--- src/rtl/two_phase_sequencer_if.sv ---
// rtl/two_phase_sequencer_if.sv - request/phase/status bundle between sequencer and its checker
interface two_phase_sequencer_if #(
    parameter int RND_W = 8
);
    logic             start;
    logic             stop;
    logic             s1;
    logic             phase1_prop;
    logic             s2;
    logic             phase2_prop;
    logic             busy;
    logic             done;
    logic [RND_W-1:0] round_cnt;

    modport master (
        input  start, stop,
        output s1, phase1_prop, s2, phase2_prop, busy, done, round_cnt
    );

    modport slave (
        output start, stop,
        input  s1, phase1_prop, s2, phase2_prop, busy, done, round_cnt
    );
endinterface

--- src/rtl/two_phase_sequencer.sv ---
// rtl/two_phase_sequencer.sv - Moore sequencer alternating phase 1 / phase 2 windows per round
module two_phase_sequencer #(
    parameter int PHASE1_LEN = 4,
    parameter int PHASE2_LEN = 4,
    parameter int NUM_ROUNDS = 1,
    parameter int RND_W      = 8
) (
    input  logic                   clk,
    input  logic                   rst_n,
    two_phase_sequencer_if.master  bus
);
    typedef enum logic [1:0] {IDLE, PH1, PH2, DONE} state_t;

    localparam logic [7:0]       PH1_LAST = 8'(PHASE1_LEN - 1);
    localparam logic [7:0]       PH2_LAST = 8'(PHASE2_LEN - 1);
    localparam logic [RND_W-1:0] ROUNDS   = RND_W'(NUM_ROUNDS);

    state_t           state;
    logic [7:0]       dwell;
    logic [RND_W-1:0] round_cnt;
    logic             stop_pend;
    logic             s1_q, p1_q, s2_q, p2_q, busy_q, done_q;

    logic [RND_W-1:0] rnd_inc;
    logic             finish_run;

    assign rnd_inc    = round_cnt + RND_W'(1);
    assign finish_run = stop_pend || bus.stop || ((NUM_ROUNDS != 0) && (rnd_inc == ROUNDS));

    // Outputs are registered with the next state so they line up with the state they describe.
    always_ff @(posedge clk) begin
        if (!rst_n) begin
            state     <= IDLE;
            dwell     <= 8'd0;
            round_cnt <= '0;
            stop_pend <= 1'b0;
            s1_q      <= 1'b0;
            p1_q      <= 1'b0;
            s2_q      <= 1'b0;
            p2_q      <= 1'b0;
            busy_q    <= 1'b0;
            done_q    <= 1'b0;
        end else begin
            s1_q   <= 1'b0;
            p1_q   <= 1'b0;
            s2_q   <= 1'b0;
            p2_q   <= 1'b0;
            busy_q <= 1'b0;
            done_q <= 1'b0;
            case (state)
                IDLE: begin
                    if (bus.start) begin
                        state     <= PH1;
                        dwell     <= 8'd0;
                        round_cnt <= '0;
                        stop_pend <= 1'b0;
                        s1_q      <= 1'b1;
                        p1_q      <= 1'b1;
                        busy_q    <= 1'b1;
                    end
                end
                PH1: begin
                    busy_q <= 1'b1;
                    if (bus.stop) stop_pend <= 1'b1;
                    if (dwell == PH1_LAST) begin
                        state <= PH2;
                        dwell <= 8'd0;
                        s2_q  <= 1'b1;
                        p2_q  <= 1'b1;
                    end else begin
                        dwell <= dwell + 8'd1;
                        p1_q  <= 1'b1;
                    end
                end
                PH2: begin
                    if (bus.stop) stop_pend <= 1'b1;
                    if (dwell == PH2_LAST) begin
                        round_cnt <= rnd_inc;
                        dwell     <= 8'd0;
                        if (finish_run) begin
                            state  <= DONE;
                            done_q <= 1'b1;
                        end else begin
                            state  <= PH1;
                            s1_q   <= 1'b1;
                            p1_q   <= 1'b1;
                            busy_q <= 1'b1;
                        end
                    end else begin
                        dwell  <= dwell + 8'd1;
                        p2_q   <= 1'b1;
                        busy_q <= 1'b1;
                    end
                end
                DONE: state <= IDLE;
                default: state <= IDLE;
            endcase
        end
    end

    assign bus.s1          = s1_q;
    assign bus.phase1_prop = p1_q;
    assign bus.s2          = s2_q;
    assign bus.phase2_prop = p2_q;
    assign bus.busy        = busy_q;
    assign bus.done        = done_q;
    assign bus.round_cnt   = round_cnt;
endmodule

--- src/flat_wrapper.sv ---
// flat-port wrapper written by rule: the top's interface ports become plain ports
module two_phase_sequencer_flat 
#(
    parameter int PHASE1_LEN = 4,
    parameter int PHASE2_LEN = 4,
    parameter int NUM_ROUNDS = 1,
    parameter int RND_W      = 8
)
  (clk, rst_n, bus_start, bus_stop, bus_s1, bus_phase1_prop, bus_s2, bus_phase2_prop, bus_busy, bus_done, bus_round_cnt);
  two_phase_sequencer_if #(.RND_W(RND_W)) bus_i ();
  input  logic clk;
  input  logic rst_n;
  input wire logic [$bits(bus_i.start)-1:0] bus_start;
  input wire logic [$bits(bus_i.stop)-1:0] bus_stop;
  output wire logic [$bits(bus_i.s1)-1:0] bus_s1;
  output wire logic [$bits(bus_i.phase1_prop)-1:0] bus_phase1_prop;
  output wire logic [$bits(bus_i.s2)-1:0] bus_s2;
  output wire logic [$bits(bus_i.phase2_prop)-1:0] bus_phase2_prop;
  output wire logic [$bits(bus_i.busy)-1:0] bus_busy;
  output wire logic [$bits(bus_i.done)-1:0] bus_done;
  output wire logic [$bits(bus_i.round_cnt)-1:0] bus_round_cnt;
  assign bus_i.start = bus_start;
  assign bus_i.stop = bus_stop;
  assign bus_s1 = bus_i.s1;
  assign bus_phase1_prop = bus_i.phase1_prop;
  assign bus_s2 = bus_i.s2;
  assign bus_phase2_prop = bus_i.phase2_prop;
  assign bus_busy = bus_i.busy;
  assign bus_done = bus_i.done;
  assign bus_round_cnt = bus_i.round_cnt;
  two_phase_sequencer #(.PHASE1_LEN(PHASE1_LEN), .PHASE2_LEN(PHASE2_LEN), .NUM_ROUNDS(NUM_ROUNDS), .RND_W(RND_W)) u_core (.clk(clk), .rst_n(rst_n), .bus(bus_i));
endmodule
--- config.mk ---
export PLATFORM = sky130hd
export DESIGN_NAME = two_phase_sequencer_flat
export DESIGN_NICKNAME = d
export VERILOG_FILES = /design/src/rtl/two_phase_sequencer_if.sv /design/src/rtl/two_phase_sequencer.sv /design/src/flat_wrapper.sv
export SDC_FILE = /design/constraint.sdc
export NUM_CORES = 1
export LEC_CHECK = 0
export CORE_MARGIN = 2
export CORE_UTILIZATION = 58
export DETAILED_ROUTE_END_ITERATION = 8
export PLACE_DENSITY = 0.86
export SLEW_MARGIN = 10
export SYNTH_ARGS = -nofsm -noshare
export SYNTH_HDL_FRONTEND = slang
export SYNTH_SLANG_ARGS = --single-unit
--- constraint.sdc ---
create_clock -name clk -period 3.15 [get_ports clk]
set_input_delay 0.4725 -clock clk [delete_from_list [all_inputs] [get_ports clk]]
set_output_delay 0.4725 -clock clk [all_outputs]
set_load 0.005 [all_outputs]
== After elaboration in Yosys (flattened, before gate mapping) ==
Index checks and enable logic that the tools add are counted.

* Register bits: 25
* Input bits: 4

* $add $sub $neg: 2
* Equality and inequality tests: 9
* Muxes and demuxes: 24
* Reduce and logical (&&, ||, !) cells: 12

{| class="wikitable"
|+ Operator list
! operator !! number
|-
| $pmux 8 s2 || 2
|-
| $mux 8 || 3
|-
| $add 8x1->8 const B || 2
|-
| $reduce_and 3->1 || 4
|-
| $mux 1 || 9
|-
| $eq 8x1->1 const B || 1
|-
| $eq 8x2->1 const B || 1
|-
| $mux 2 || 4
|-
| $pmux 2 s4 || 1
|-
| $ne 2x1->1 const B || 3
|-
| $pmux 1 s2 || 3
|-
| $pmux 1 s3 || 2
|-
| $eq 2x2->1 const B || 2
|-
| $reduce_and 2->1 || 2
|-
| $reduce_bool 2->1 || 2
|-
| $eq 2x1->1 const B || 1
|-
| $logic_not 2->1 || 1
|-
| $logic_or 1x1->1 || 2
|-
| $ne 2x2->1 const B || 1
|-
| $reduce_or 2->1 || 1
|}

== Depth between registers and ports, before layout ==
* Word-level depth: 6
* Gate-level depth with buffers: 8
* Depth with buffers taken out: 7

== Worst setup path before layout ==
No wires, ideal clock.

* Kind: register to register
* Start: register u_core.round_cnt[0], in the netlist u_core.bus.round_cnt[0]
* End: register u_core.done_q, in the netlist u_core.bus.done
* Arrival time: 1.754 ns
* Setup slack: 1.292 ns
* Cell stages (with the launch flop): 7
* Path buffers: 0
* Path through: dfxtp_1 > ha_1 > nand2_1 > o21a_1 > nor4_4 > nand2_2 > a2111oi_2

* Cells in the longest elaborated chain, start to end: 4

{| class="wikitable"
|+ RTL lines
! what !! line !! source
|-
| start, declared || two_phase_sequencer.sv:20 || <nowiki>logic [RND_W-1:0] round_cnt;</nowiki>
|-
| start signal, assigned || two_phase_sequencer.sv:78 || <nowiki>round_cnt <= rnd_inc;</nowiki>
|-
| $add 8x1->8 || two_phase_sequencer.sv:27 || <nowiki>assign rnd_inc = round_cnt + RND_W'(1);</nowiki>
|-
| $eq 8x1->1 || two_phase_sequencer.sv:28 || <nowiki>assign finish_run = stop_pend || bus.stop || ((NUM_ROUNDS != 0) && (rnd_inc == ROUNDS));</nowiki>
|-
| $logic_or 1x1->1 || two_phase_sequencer.sv:28 ||
|-
| $mux 1 || two_phase_sequencer.sv:80 || <nowiki>if (finish_run) begin</nowiki>
|-
| end signal, assigned || two_phase_sequencer.sv:42 || <nowiki>done_q <= 1'b0;</nowiki>
|-
| end signal, assigned || two_phase_sequencer.sv:49 || <nowiki>done_q <= 1'b0;</nowiki>
|-
| end signal, assigned || two_phase_sequencer.sv:82 || <nowiki>done_q <= 1'b1;</nowiki>
|-
| end, declared || two_phase_sequencer.sv:22 || <nowiki>logic s1_q, p1_q, s2_q, p2_q, busy_q, done_q;</nowiki>
|}

Every way passes these cells.
A chain may end at the register's enable or synchronous reset.

== Worst setup path in the final report ==
Same ends and word-level chain as after synthesis.

==> results.md <==
* Outcome: completed
* Worst Skew at 0.00672 ns
* Commonest cells after routing, fill and taps aside: dfxtp_1, clkdlybuf4s50_1, nand2_1
* Synth area leader: dfxtp_1
* Avg Inst Size Synth at 8.95 um^2
* Final Critical Period at between 2 and 2.5 ns
* Fill cells at 184
* Compound-gate portion of the synthesized area at between 10% and 20%
* Leak at 0.589 nW
* Die Wd at between 50 and 60 um
* Multiplexer share of the synthesized area at 0%
* R2r startpoint: u_core.bus.round_cnt[0]
* Multi-input logic area at 855 um^2
* Adder-Cell Fraction of Synth Area at 6.99%
* Clock transition at path regs at around 0.12 ns
* Reg2reg end: u_core.bus.done
* Start point of the critical path: u_core.bus.round_cnt[0]
* Final setup vio count at 0
* Largest family of logic cells by synthesized area: simple AND/OR/NAND/NOR gates
* Worst Reg2Reg Path Length in Cells at 6
* Hold Vio Cnt, Final at 0
* Worst Hold Margin at 0.488 ns
* Pwr Density at 546 nW/um^2
* Hold path start: u_core.dwell[1]
* Design area at 1610 um^2
* Worst vdd ir at between 0.4 and 0.5 mV
* Hold Crit Class: reg -> reg
* Hold Buf Count CTS at 0
* Worst-Skew Late Latency at 0.32 ns
* Hold Crit Endpoint: u_core.dwell[1]
* Post-synthesis xor/xnor area fraction at 6.03%
* Cell variety after synth at 46
* WHS Path Cells at 2
* Num Clock Sinks at 25
* WS Path Type: reg -> reg
* Synth-to-Final Area Change at 12.7%
* Synth top area share at 35.0%
* Dpl hpwl at ~2200 um
* Register area share after synthesis at 35.0%
* Crit Path Max Fanout at 9
* Vias in the first global route at 1,150
* Largest net degree at the start of global routing at 14
* Number of vias per cell at 6.05
* Crit path arrival time at 2.38 ns
* Post-synthesis net count at roughly 170
* Unrepaired setup endpoints after global routing: false
* All-layer global routing usage at 23.9%
* CTS Buf Count at 3
* Fin cells at 202
* CTS root buffer: clkbuf_4
* Ant. Diodes at 0
* Cells after synthesis at 160
* FF-to-FF setup slack at 0.98 ns
* First-pass DRT Iterations at 4
* Ys async rst share at 0%
* Starting DRT DRC Count at 70
* Total power at 0.000881 W
* Core area at 2280 um^2
* Max-cap violations at 0
* Count of pins over their slew limit at 0
* I/O Buffers at 17
* EDFF count, synth at 0
* First-pass GRT wire length at 4960 um
* RePlAce Congestion at 0.860
* DRC at 0
* Crit. End Element: flip-flop
* Final TNS setup at 0 ns
* CTS tree: built
* Grt ovf at 0
* Post-CTS setup buffers at 0
* Maximum buffer depth of the clock tree at 2
* Cell Area, Synth at between 1000 and 1500 um^2
* Fmax at 460 MHz
* Synth Area in Simple Gates at 27.4%
* Die area at 2880 um^2
* Worst endpoint required time at about 3.4 ns
* Top_reg_cell synth: dfxtp_1
* Startpoint Class: flip-flop
* Crit share post-route at 68.9%
* Vias at 1,223
* Most common cell after layout, fill and taps aside: dfxtp_1
* Initial antenna violation count at 0
* Synth Warn # at 0
* Post-DP Area at approximately 1600 um^2
* Worst Tran Pin Value at 0.544 ns
* Ports at 18
* Rel. slew slack at 63.4%
* ANT nets after route at 0
* Initial Util at 62.9%
* Synth top area cells: dfxtp_1, ha_1, nand2_1
* Post-Route WL at 2910 um
* Final #Nets at approximately 190
* Synthesized flop and latch total at 25
* DP Cell Count at 198
* # H-tree levels at 1
* Routed length per instance at 14.4 um
* Row count at 17
* FF/Latch Area at 500 um^2
* Post-CTS sizing at 0
* Die height at about 54 um
* Share of cells above drive strength 1 at about 8.6%
==> area by class of cell <==
cell class / count / area share (%)
Inverter: 7 / 1.63
Sequential cell: 25 / 31.0
Clock buffer: 4 / 1.63
Tap cell: 28 / 2.17
Multi-Input combinational cell: 121 / 53.0
Timing Repair Buffer: 17 / 10.6
==> metal layers <==
layer | global-route usage (%) | up-vias | part of all wire (%)
met2 | 41.5 | 37 | 51
met3 | 2.78 | 7 | 4.2
met1 | 28.0 | 567 | 43
met5 | 0 | - | 0
li1 | - | 612 | -
met4 | 14.1 | 0 | 1.9
==> where the power goes <==
part           switching, W  internal (W)
clock             0.0000904     0.0000497
sequential        0.0000231      0.000354
combinational      0.000219      0.000145
==> critical path, stage by stage (launching register included) <==
cell	delay, ns
dfxtp_1	0.49
ha_1	0.35
nand2_1	0.10
o21a_1	0.21
nor4_4	0.39
nand2_2	0.11
a2111oi_2	0.40
==> registers in the layout (all words and copies together), names as in the netlist <==
register	cells
u_core.bus.s2	1
u_core.stop_pend	1
u_core.bus.phase2_prop	1
u_core.bus.phase1_prop	1
u_core.bus.busy	1
u_core.state	2
u_core.dwell	8
u_core.bus.done	1
u_core.bus.round_cnt	8
u_core.bus.s1	1
==> worst max path at each step <==
stage                              endpoint  slack (ns)  cells after the start
finish                      u_core.bus.done        0.98                      6
global route                u_core.bus.done        0.86                      6
CTS                         u_core.bus.done         1.0                      6
detailed placement  u_core.bus.round_cnt[3]        0.94                      5
global placement    u_core.bus.round_cnt[4]        1.08                      5
floorplan                   u_core.bus.done        1.29                      6
==> Yosys cell counts (2+ instances only) <==
cell,count
a2111oi_2,2
a211oi_1,2
a21oi_1,8
a311oi_1,3
a41oi_1,3
and2_1,3
and3_1,3
and4_1,2
buf_6,3
clkbuf_1,3
dfxtp_1,25
ha_1,8
inv_1,7
nand2_1,16
nand2b_1,4
nand3_1,6
nor2_1,15
nor3_1,7
nor4b_1,2
o211a_1,2
o21ai_0,4
o21ai_1,2
xnor2_1,4
xor2_1,4
==> logic make-up (layout without fill, tap and decap cells) <==
family / Yosys count / in the layout
AO/OA/AOI/OAI: 36 / 36
buffers and inverters: 14 / 28
flip-flops: 25 / 25
XOR/XNOR: 9 / 9
adder cells (fa/ha/maj): 8 / 8
AND/OR/NAND/NOR: 68 / 68
==> stage by stage <==
stage               util, %  worst slack [ns]
finish                 70.9             0.978
floorplan                 -              1.29
global placement       69.7              1.08
global route           70.9             0.858
detailed placement     69.7             0.941
CTS                    70.9             0.995
Power figures use the tool's default switching activity.
